==> config.mk <==
export PLATFORM = sky130hd
export DESIGN_NAME = spi_slave
export DESIGN_NICKNAME = d
export VERILOG_FILES = /design/src/rtl/spi_slave.sv
export SDC_FILE = /design/constraint.sdc
export NUM_CORES = 1
export LEC_CHECK = 0
export ABC_AREA = 1
export BUFFER_PORTS_ARGS = -buffer_cell sky130_fd_sc_hd__buf_2
export CAP_MARGIN = 20
export CORE_MARGIN = 1
export CORE_UTILIZATION = 60
export DETAILED_ROUTE_END_ITERATION = 10
export PLACE_DENSITY_LB_ADDON = 0.25
export SLEW_MARGIN = 20
export SYNTH_ARGS = -nofsm -noshare
export SYNTH_HDL_FRONTEND = slang
export SYNTH_SLANG_ARGS = --single-unit
==> constraint.sdc <==
create_clock -name clk -period 2.65 [get_ports clk]
set_clock_uncertainty 0.2 [all_clocks]
set_input_delay 0 -clock clk [delete_from_list [all_inputs] [get_ports clk]]
set_output_delay 0 -clock clk [all_outputs]
set_load 0.01 [all_outputs]
==> src/rtl/spi_slave.sv <==
// -----------------------------------------------------------------------------
// spi_slave : SPI mode-0 slave in front of a small register file.
//
// Each frame on the serial side is, MSB first:
//   WR_EN(1) SIZE(2) ADDR(AWIDTH) DATA(DWIDTH)
// A write frame merges DATA into the selected register under a SIZE mask.
// A read frame returns the masked register on miso during the DATA phase.
// All logic runs on clk. sclk, cs_n and mosi are double-flop synchronised.
//
// Ports
//   clk, rst_n    : system clock, asynchronous active-low reset
//   sclk          : SPI clock from the master, mode 0, period >= 8 clk
//   cs_n          : slave select, active low
//   mosi          : master-out serial data
//   miso          : slave-out serial data, 0 outside the read DATA phase
//   miso_oe       : miso output enable, NOT of synchronised cs_n
//   frame_done    : one-clk pulse when a complete frame has been accepted
//   frame_wr      : WR_EN of the last complete frame
//   frame_addr    : ADDR of the last complete frame
//   abort_cnt     : saturating count of frames aborted by cs_n rising
//                   (present only when SPI_SLV_ABORT_CNT_EN is defined)
//
// Optional feature macro: SPI_SLV_ABORT_CNT_EN
// -----------------------------------------------------------------------------
module spi_slave #(
  parameter int unsigned DWIDTH = 32,
  parameter int unsigned AWIDTH = 8,
  parameter int unsigned NREGS  = 16
) (
  input  logic              clk,
  input  logic              rst_n,
  input  logic              sclk,
  input  logic              cs_n,
  input  logic              mosi,
  output logic              miso,
  output logic              miso_oe,
  output logic              frame_done,
  output logic              frame_wr,
  output logic [AWIDTH-1:0] frame_addr
`ifdef SPI_SLV_ABORT_CNT_EN
  ,
  output logic [7:0]        abort_cnt
`endif
);

  localparam int unsigned IDXW  = (NREGS > 1) ? $clog2(NREGS) : 1;
  localparam int unsigned NHDR  = 3 + AWIDTH;
  localparam int unsigned NBITS = NHDR + DWIDTH;
  localparam int unsigned CNTW  = $clog2(NBITS + 1);

  typedef enum logic [1:0] {
    S_IDLE = 2'd0,
    S_HDR  = 2'd1,
    S_DATA = 2'd2,
    S_HOLD = 2'd3
  } state_e;

  // SIZE field to byte-lane mask; the reserved code selects nothing.
  function automatic logic [DWIDTH-1:0] size_mask(input logic [1:0] sz);
    logic [DWIDTH-1:0] m;
    case (sz)
      2'b00:   m = DWIDTH'(8'hFF);
      2'b01:   m = DWIDTH'(16'hFFFF);
      2'b10:   m = '1;
      default: m = '0;
    endcase
    return m;
  endfunction

  // ---------------------------------------------------------------------------
  // Input synchronisers and edge detection
  // ---------------------------------------------------------------------------
  logic [1:0] sclk_sync_q;
  logic [1:0] cs_sync_q;
  logic [1:0] mosi_sync_q;
  logic [1:0] cs_vld_q;
  logic       sclk_prev_q;
  logic       cs_prev_q;

  logic sclk_s;
  logic cs_s;
  logic mosi_s;
  logic cs_vld;
  logic sclk_rise;
  logic sclk_fall;
  logic cs_fall;
  logic cs_rise;

  // cs_n synchroniser resets to the deselected level so miso_oe is low in reset.
  // cs_vld_q marks when real pin data has reached the synchroniser output; until
  // then no cs_n edge is reported. cs_prev_q resets to "selected", so a cs_n
  // held low across reset release never looks like a fresh falling edge.
  always_ff @(posedge clk or negedge rst_n) begin
    if (!rst_n) begin
      sclk_sync_q <= 2'b00;
      cs_sync_q   <= 2'b11;
      mosi_sync_q <= 2'b00;
      cs_vld_q    <= 2'b00;
      sclk_prev_q <= 1'b0;
      cs_prev_q   <= 1'b0;
    end else begin
      sclk_sync_q <= {sclk_sync_q[0], sclk};
      cs_sync_q   <= {cs_sync_q[0], cs_n};
      mosi_sync_q <= {mosi_sync_q[0], mosi};
      cs_vld_q    <= {cs_vld_q[0], 1'b1};
      sclk_prev_q <= sclk_sync_q[1];
      if (cs_vld_q[1]) begin
        cs_prev_q <= cs_sync_q[1];
      end
    end
  end

  assign sclk_s    = sclk_sync_q[1];
  assign cs_s      = cs_sync_q[1];
  assign mosi_s    = mosi_sync_q[1];
  assign cs_vld    = cs_vld_q[1];
  assign sclk_rise = sclk_s & ~sclk_prev_q;
  assign sclk_fall = ~sclk_s & sclk_prev_q;
  assign cs_fall   = cs_vld & cs_prev_q & ~cs_s;
  assign cs_rise   = cs_vld & ~cs_prev_q & cs_s;

  // ---------------------------------------------------------------------------
  // Frame state and datapath registers
  // ---------------------------------------------------------------------------
  state_e state_q, state_d;

  logic [CNTW-1:0]   bit_cnt_q, bit_cnt_d;
  logic [NHDR-1:0]   hdr_q, hdr_d;
  logic [DWIDTH-1:0] sh_q, sh_d;
  logic              wr_q, wr_d;
  logic [1:0]        size_q, size_d;
  logic [AWIDTH-1:0] addr_q, addr_d;
  logic              load_pend_q, load_pend_d;
  logic              miso_q, miso_d;
  logic              done_q, done_d;
  logic              fwr_q, fwr_d;
  logic [AWIDTH-1:0] faddr_q, faddr_d;
  logic [DWIDTH-1:0] regs_q [NREGS];
`ifdef SPI_SLV_ABORT_CNT_EN
  logic [7:0]        abort_cnt_q, abort_cnt_d;
`endif

  logic              last_hdr;
  logic              last_bit;
  logic              abort;
  logic [IDXW-1:0]   ridx;
  logic [DWIDTH-1:0] mask_c;
  logic [DWIDTH-1:0] rdata_c;
  logic [DWIDTH-1:0] wdata_c;
  logic              reg_we_c;

  assign last_hdr = (bit_cnt_q == CNTW'(NHDR - 1));
  assign last_bit = (bit_cnt_q == CNTW'(NBITS - 1));
  assign abort    = ((state_q == S_HDR) || (state_q == S_DATA)) && cs_rise;
  assign ridx     = addr_q[IDXW-1:0];
  assign mask_c   = size_mask(size_q);
  assign rdata_c  = regs_q[ridx] & mask_c;
  // Final write word includes the bit sampled on the last rising edge.
  assign wdata_c  = {sh_q[DWIDTH-2:0], mosi_s};

  // State register
  always_ff @(posedge clk or negedge rst_n) begin
    if (!rst_n) begin
      state_q <= S_IDLE;
    end else begin
      state_q <= state_d;
    end
  end

  // Next-state logic; cs_n rising always wins over a coincident sclk edge.
  always_comb begin
    state_d = state_q;
    unique case (state_q)
      S_IDLE: if (cs_fall) state_d = S_HDR;
      S_HDR: begin
        if (cs_rise)                    state_d = S_IDLE;
        else if (sclk_rise && last_hdr) state_d = S_DATA;
      end
      S_DATA: begin
        if (cs_rise)                    state_d = S_IDLE;
        else if (sclk_rise && last_bit) state_d = S_HOLD;
      end
      S_HOLD: if (cs_rise) state_d = S_IDLE;
      default: state_d = S_IDLE;
    endcase
  end

  // Datapath and output next-values
  always_comb begin
    bit_cnt_d   = bit_cnt_q;
    hdr_d       = hdr_q;
    sh_d        = sh_q;
    wr_d        = wr_q;
    size_d      = size_q;
    addr_d      = addr_q;
    load_pend_d = load_pend_q;
    miso_d      = miso_q;
    done_d      = 1'b0;
    fwr_d       = fwr_q;
    faddr_d     = faddr_q;
    reg_we_c    = 1'b0;
`ifdef SPI_SLV_ABORT_CNT_EN
    abort_cnt_d = abort_cnt_q;
`endif

    unique case (state_q)
      S_IDLE: begin
        miso_d = 1'b0;
        if (cs_fall) begin
          bit_cnt_d   = '0;
          load_pend_d = 1'b0;
        end
      end

      S_HDR: begin
        if (cs_rise) begin
          miso_d = 1'b0;
        end else if (sclk_rise) begin
          hdr_d     = {hdr_q[NHDR-2:0], mosi_s};
          bit_cnt_d = bit_cnt_q + CNTW'(1);
          if (last_hdr) begin
            wr_d        = hdr_d[NHDR-1];
            size_d      = hdr_d[NHDR-2 -: 2];
            addr_d      = hdr_d[AWIDTH-1:0];
            sh_d        = '0;
            load_pend_d = 1'b1;
          end
        end
      end

      S_DATA: begin
        if (cs_rise) begin
          miso_d = 1'b0;
        end else if (sclk_rise) begin
          bit_cnt_d = bit_cnt_q + CNTW'(1);
          if (wr_q) begin
            sh_d = wdata_c;
          end
          if (last_bit) begin
            done_d   = 1'b1;
            fwr_d    = wr_q;
            faddr_d  = addr_q;
            miso_d   = 1'b0;
            reg_we_c = wr_q && (size_q != 2'b11);
          end
        end else if (sclk_fall && !wr_q) begin
          // First falling edge fetches the read word; later ones shift it out.
          if (load_pend_q) begin
            sh_d        = rdata_c;
            miso_d      = rdata_c[DWIDTH-1];
            load_pend_d = 1'b0;
          end else begin
            sh_d   = {sh_q[DWIDTH-2:0], 1'b0};
            miso_d = sh_q[DWIDTH-2];
          end
        end
      end

      S_HOLD: begin
        miso_d = 1'b0;
      end

      default: begin
        miso_d = 1'b0;
      end
    endcase

`ifdef SPI_SLV_ABORT_CNT_EN
    if (abort && (abort_cnt_q != 8'hFF)) begin
      abort_cnt_d = abort_cnt_q + 8'd1;
    end
`endif
  end

  // Datapath registers
  always_ff @(posedge clk or negedge rst_n) begin
    if (!rst_n) begin
      bit_cnt_q   <= '0;
      hdr_q       <= '0;
      sh_q        <= '0;
      wr_q        <= 1'b0;
      size_q      <= 2'b00;
      addr_q      <= '0;
      load_pend_q <= 1'b0;
      miso_q      <= 1'b0;
      done_q      <= 1'b0;
      fwr_q       <= 1'b0;
      faddr_q     <= '0;
`ifdef SPI_SLV_ABORT_CNT_EN
      abort_cnt_q <= 8'd0;
`endif
    end else begin
      bit_cnt_q   <= bit_cnt_d;
      hdr_q       <= hdr_d;
      sh_q        <= sh_d;
      wr_q        <= wr_d;
      size_q      <= size_d;
      addr_q      <= addr_d;
      load_pend_q <= load_pend_d;
      miso_q      <= miso_d;
      done_q      <= done_d;
      fwr_q       <= fwr_d;
      faddr_q     <= faddr_d;
`ifdef SPI_SLV_ABORT_CNT_EN
      abort_cnt_q <= abort_cnt_d;
`endif
    end
  end

  // Register file; a write merges only the SIZE-selected lanes.
  always_ff @(posedge clk or negedge rst_n) begin
    if (!rst_n) begin
      for (int i = 0; i < int'(NREGS); i++) begin
        regs_q[i] <= '0;
      end
    end else if (reg_we_c) begin
      regs_q[ridx] <= (regs_q[ridx] & ~mask_c) | (wdata_c & mask_c);
    end
  end

  assign miso       = miso_q;
  assign miso_oe    = ~cs_s;
  assign frame_done = done_q;
  assign frame_wr   = fwr_q;
  assign frame_addr = faddr_q;
`ifdef SPI_SLV_ABORT_CNT_EN
  assign abort_cnt  = abort_cnt_q;
`endif

endmodule

==> key figures <==
Outcome
  • Outcome: complete, no violations

Yosys
  • Post-Syn Area: 30400 um^2
  • Sequential element share of the synthesized area: 48.9%
  • Post-synth EDFFs: 0
  • Gate Count Post-Synth: 4312
  • Avg Inst Size Synth: 7.04 um^2
  • Post-Syn Nets: 4327
  • Synth cell types: 30
  • Asr flop ratio synth: 100%
  • YS warnings: 0
  • FF+latch count, synth: 594
  • Ys flop type: dfrtp_1

Worst setup path
  • Crit path kind: flop to flop
  • Worst setup EP type: flop
  • FF-to-FF path depth: 12
  • Reg-to-Reg End: regs_q[449]
  • Top cell by count, worst path: nand2_1
  • Critical path required time: 2980 ps
  • Crit-path slowest cell: dfrtp_1
  • Max FO, Critical Path: 23
  • CP cell instances: inv_1 -> ha_1 -> nand2_1 -> nor2_1 -> nand2_1 -> nor3_4 -> buf_12 -> buf_12 -> nand4_4 -> buf_4 -> nand2_1 -> nand2_1
  • RR Startpoint: bit_cnt_q[0]
  • R2r setup slk: 160 ps
  • Startpoint Class: flop
  • Slowest stage delay, CP: 380 ps
  • Crit path DAT: 2820 ps

Cells and area
  • Design area: 34500 um^2
  • Layout area overhead: 13.5%
  • Final net count: 4293
  • Util after Layout: 68.8%
  • Share of cells above drive strength 1: 9.12%
  • Diodes inserted: 0
  • Fillers: 4238

Floorplanning
  • Die Y: 227 um
  • I/O Pins: 17
  • Die footprint: 51500 um^2
  • Initial core utilization: 60.7%
  • Die Span X: 227 um
  • Row cnt: 82
  • Core Area: 50100 um^2

Worst hold path
  • Hold worst-path end: cs_sync_q[1]
  • Worst Hold Class: flop to flop
  • Min-delay src: cs_sync_q[0]
  • WHS Path Cells: 0

Power
  • Logic pwr share: 7.3%
  • Sw Share: 24.6%
  • Leak pwr: 20.0 nW
  • Clock Power Share: 46.4%
  • Max VDD drop: 0.000526 V
  • PD cells: 582 nW/um^2
  • NetSw: 4.94 mW
  • Pint: 15.1 mW
  • Reg power frac: 46.2%

Place
  • # port buffers: 16
  • Placed Area: 32100 um^2
  • Routability congestion estimate: 0.890
  • DP Wirelength: 58300 um
  • Place WS: 86.1 ps

STA
  • Relative slew slack: 45.9%
  • Worst-Margin Slew: 812 ps
  • Unrepaired setup endpoints after global routing: false
  • Fin. Hold Viols: 0
  • Slew Limit Fails: 0
  • TNS Setup: 0 ps
  • Fmax: 401 MHz
  • Final setup viols: 0
  • Crit path time final: 2490 ps
  • Share of the clock period used by the worst path: 94.0%
  • Final WS setup: 159 ps

Global route
  • Global route overflow: 0
  • Largest net degree at the start of global routing: 110
  • Vias in the first global route: 27600
  • GRT Overall Usage: 38.6%
  • Initial antenna violation count: 0
  • First-pass GRT wire length: 153000 um

Drt
  • Drt via density: 5.80
  • Vias: 29000
  • 1st-pass router iterations: 7
  • Initial DRC count: 3672
  • # DRC: 0
  • Post-route ant nets: 0
  • Routed len/inst: 19.3 um
  • Final wirelength: 96800 um

CTS
  • Clock-pin transition on the worst setup and hold timing paths: 60 ps
  • Clk sinks: 594
  • CTS Buffer Depth: 3
  • Clk root buf: clkbuf_16
  • CTS tree: yes
  • H-tree depth: 2
  • Clk_lat worst skew: 640 ps
  • Number of CTS-inserted buffers: 61

Flow run
  • Max_cap viols: 0
[metal layers]
metal,GRT usage [%],vias up,wire length [um]
met1,52.6,13700,37600
met5,0,-,0
met4,17.6,0,4560
met3,8.72,322,11800
met2,59.3,1718,42800
li1,-,13300,-
[flip-flops by register name (all words and copies together), names as in the netlist, 2 cells and up]
name         cells
cs_sync_q        2
regs_q         512
size_q           2
hdr_q           10
addr_q           8
frame_addr       8
mosi_sync_q      2
sh_q            31
bit_cnt_q        6
sclk_sync_q      2
cs_vld_q         2
state_q          2
[Yosys cell counts (2+ instances only)]
cell,instances,area [um^2]
dfstp_2,2,52.6
a21oi_1,8,40.0
mux2_2,8,90.1
nand4_1,6,37.5
buf_1,30,113
buf_4,66,495
inv_2,15,56.3
o21ai_0,63,315
ha_1,10,125
dfrtp_1,592,14800
or2_2,33,206
clkbuf_1,142,533
inv_1,39,146
buf_2,74,370
nor3_1,3,15.0
nand3_1,523,2620
nand4_4,10,213
nor2_1,74,278
nand2_1,2603,9770
[layout make-up]
cell class | instances | area, um^2 | share of cell area [%]
multi-input combinational | 3350 | 13800 | 40.1
clock buffer | 93 | 1920 | 5.57
timing repair buffer | 216 | 2530 | 7.35
inverter | 55 | 216 | 0.628
tap | 672 | 841 | 2.44
clock inverter | 23 | 279 | 0.809
sequential | 594 | 14900 | 43.2
[worst max path at each step]
stage | start | to | depth (start not counted)
floorplan | size_q[1] | regs_q[246] | 9
global placement | size_q[0] | sh_q[15] | 7
detailed placement | size_q[0] | sh_q[15] | 7
CTS | size_q[0] | sh_q[15] | 7
global route | bit_cnt_q[0] | regs_q[401] | 13
finish | bit_cnt_q[0] | regs_q[449] | 12
[per-stage QoR]
step,power (mW),cells,hold WS (ps)
2_1_floorplan,10.2,4312,-496
3_3_place_gp,10.8,4876,-216
3_5_place_dp,10.9,4877,-213
4_1_cts,20.1,5002,156
5_1_grt,20.6,5003,161
6_report,20.1,5003,153
[cells in the final DEF, fill, tap and decap left out, types with 23 or more instances in the layout]
master,count
o21ai_0,63
or2_2,33
nand3_1,523
nor2_1,69
buf_12,72
nand2_1,2603
inv_1,34
dfrtp_1,590
clkbuf_16,63
buf_4,119
clkbuf_8,23
[critical path, delay by kind of cell (launching register included)]
| kind | cells | cell delay [ps] |
|---|---|---|
| and+or+nand+nor | 7 | 870 |
| buffers and inverters | 4 | 710 |
| DFF | 1 | 380 |
| adders and majority gates | 1 | 150 |
[timing repair]
action,4_1_cts,5_1_grt
setup endpoints to repair,0,229
hold buffers,9,0
buffers inserted,0,1
hold endpoints to repair,597,0
resized for setup,0,1
[cell families (layout without fill, tap and decap cells)]
| kind of cell | count (synthesis) | in the layout | share of synthesized area, % |
|---|---|---|---|
| simple gates | 3255 | 3255 | 43.3 |
| flops | 594 | 594 | 48.9 |
| buf+inv | 368 | 387 | 5.69 |
| compound gates | 75 | 75 | 1.26 |
| fa+ha+maj | 10 | 10 | 0.412 |
| mux | 8 | 8 | 0.297 |
| other cells | 1 | 1 | 0.0123 |
| xor+xnor | 1 | 1 | 0.0288 |
[power by group through the flow]
stage / logic (mW) / clock network (mW) / registers (mW)
after floorplan: 0.782 / 0 / 9.42
after global placement: 1.40 / 0 / 9.44
after detailed placement: 1.42 / 0 / 9.45
after CTS: 1.44 / 9.37 / 9.28
after global routing: 1.58 / 9.74 / 9.29
final: 1.48 / 9.32 / 9.28
No activity file was read; power rests on OpenSTA's default activity.
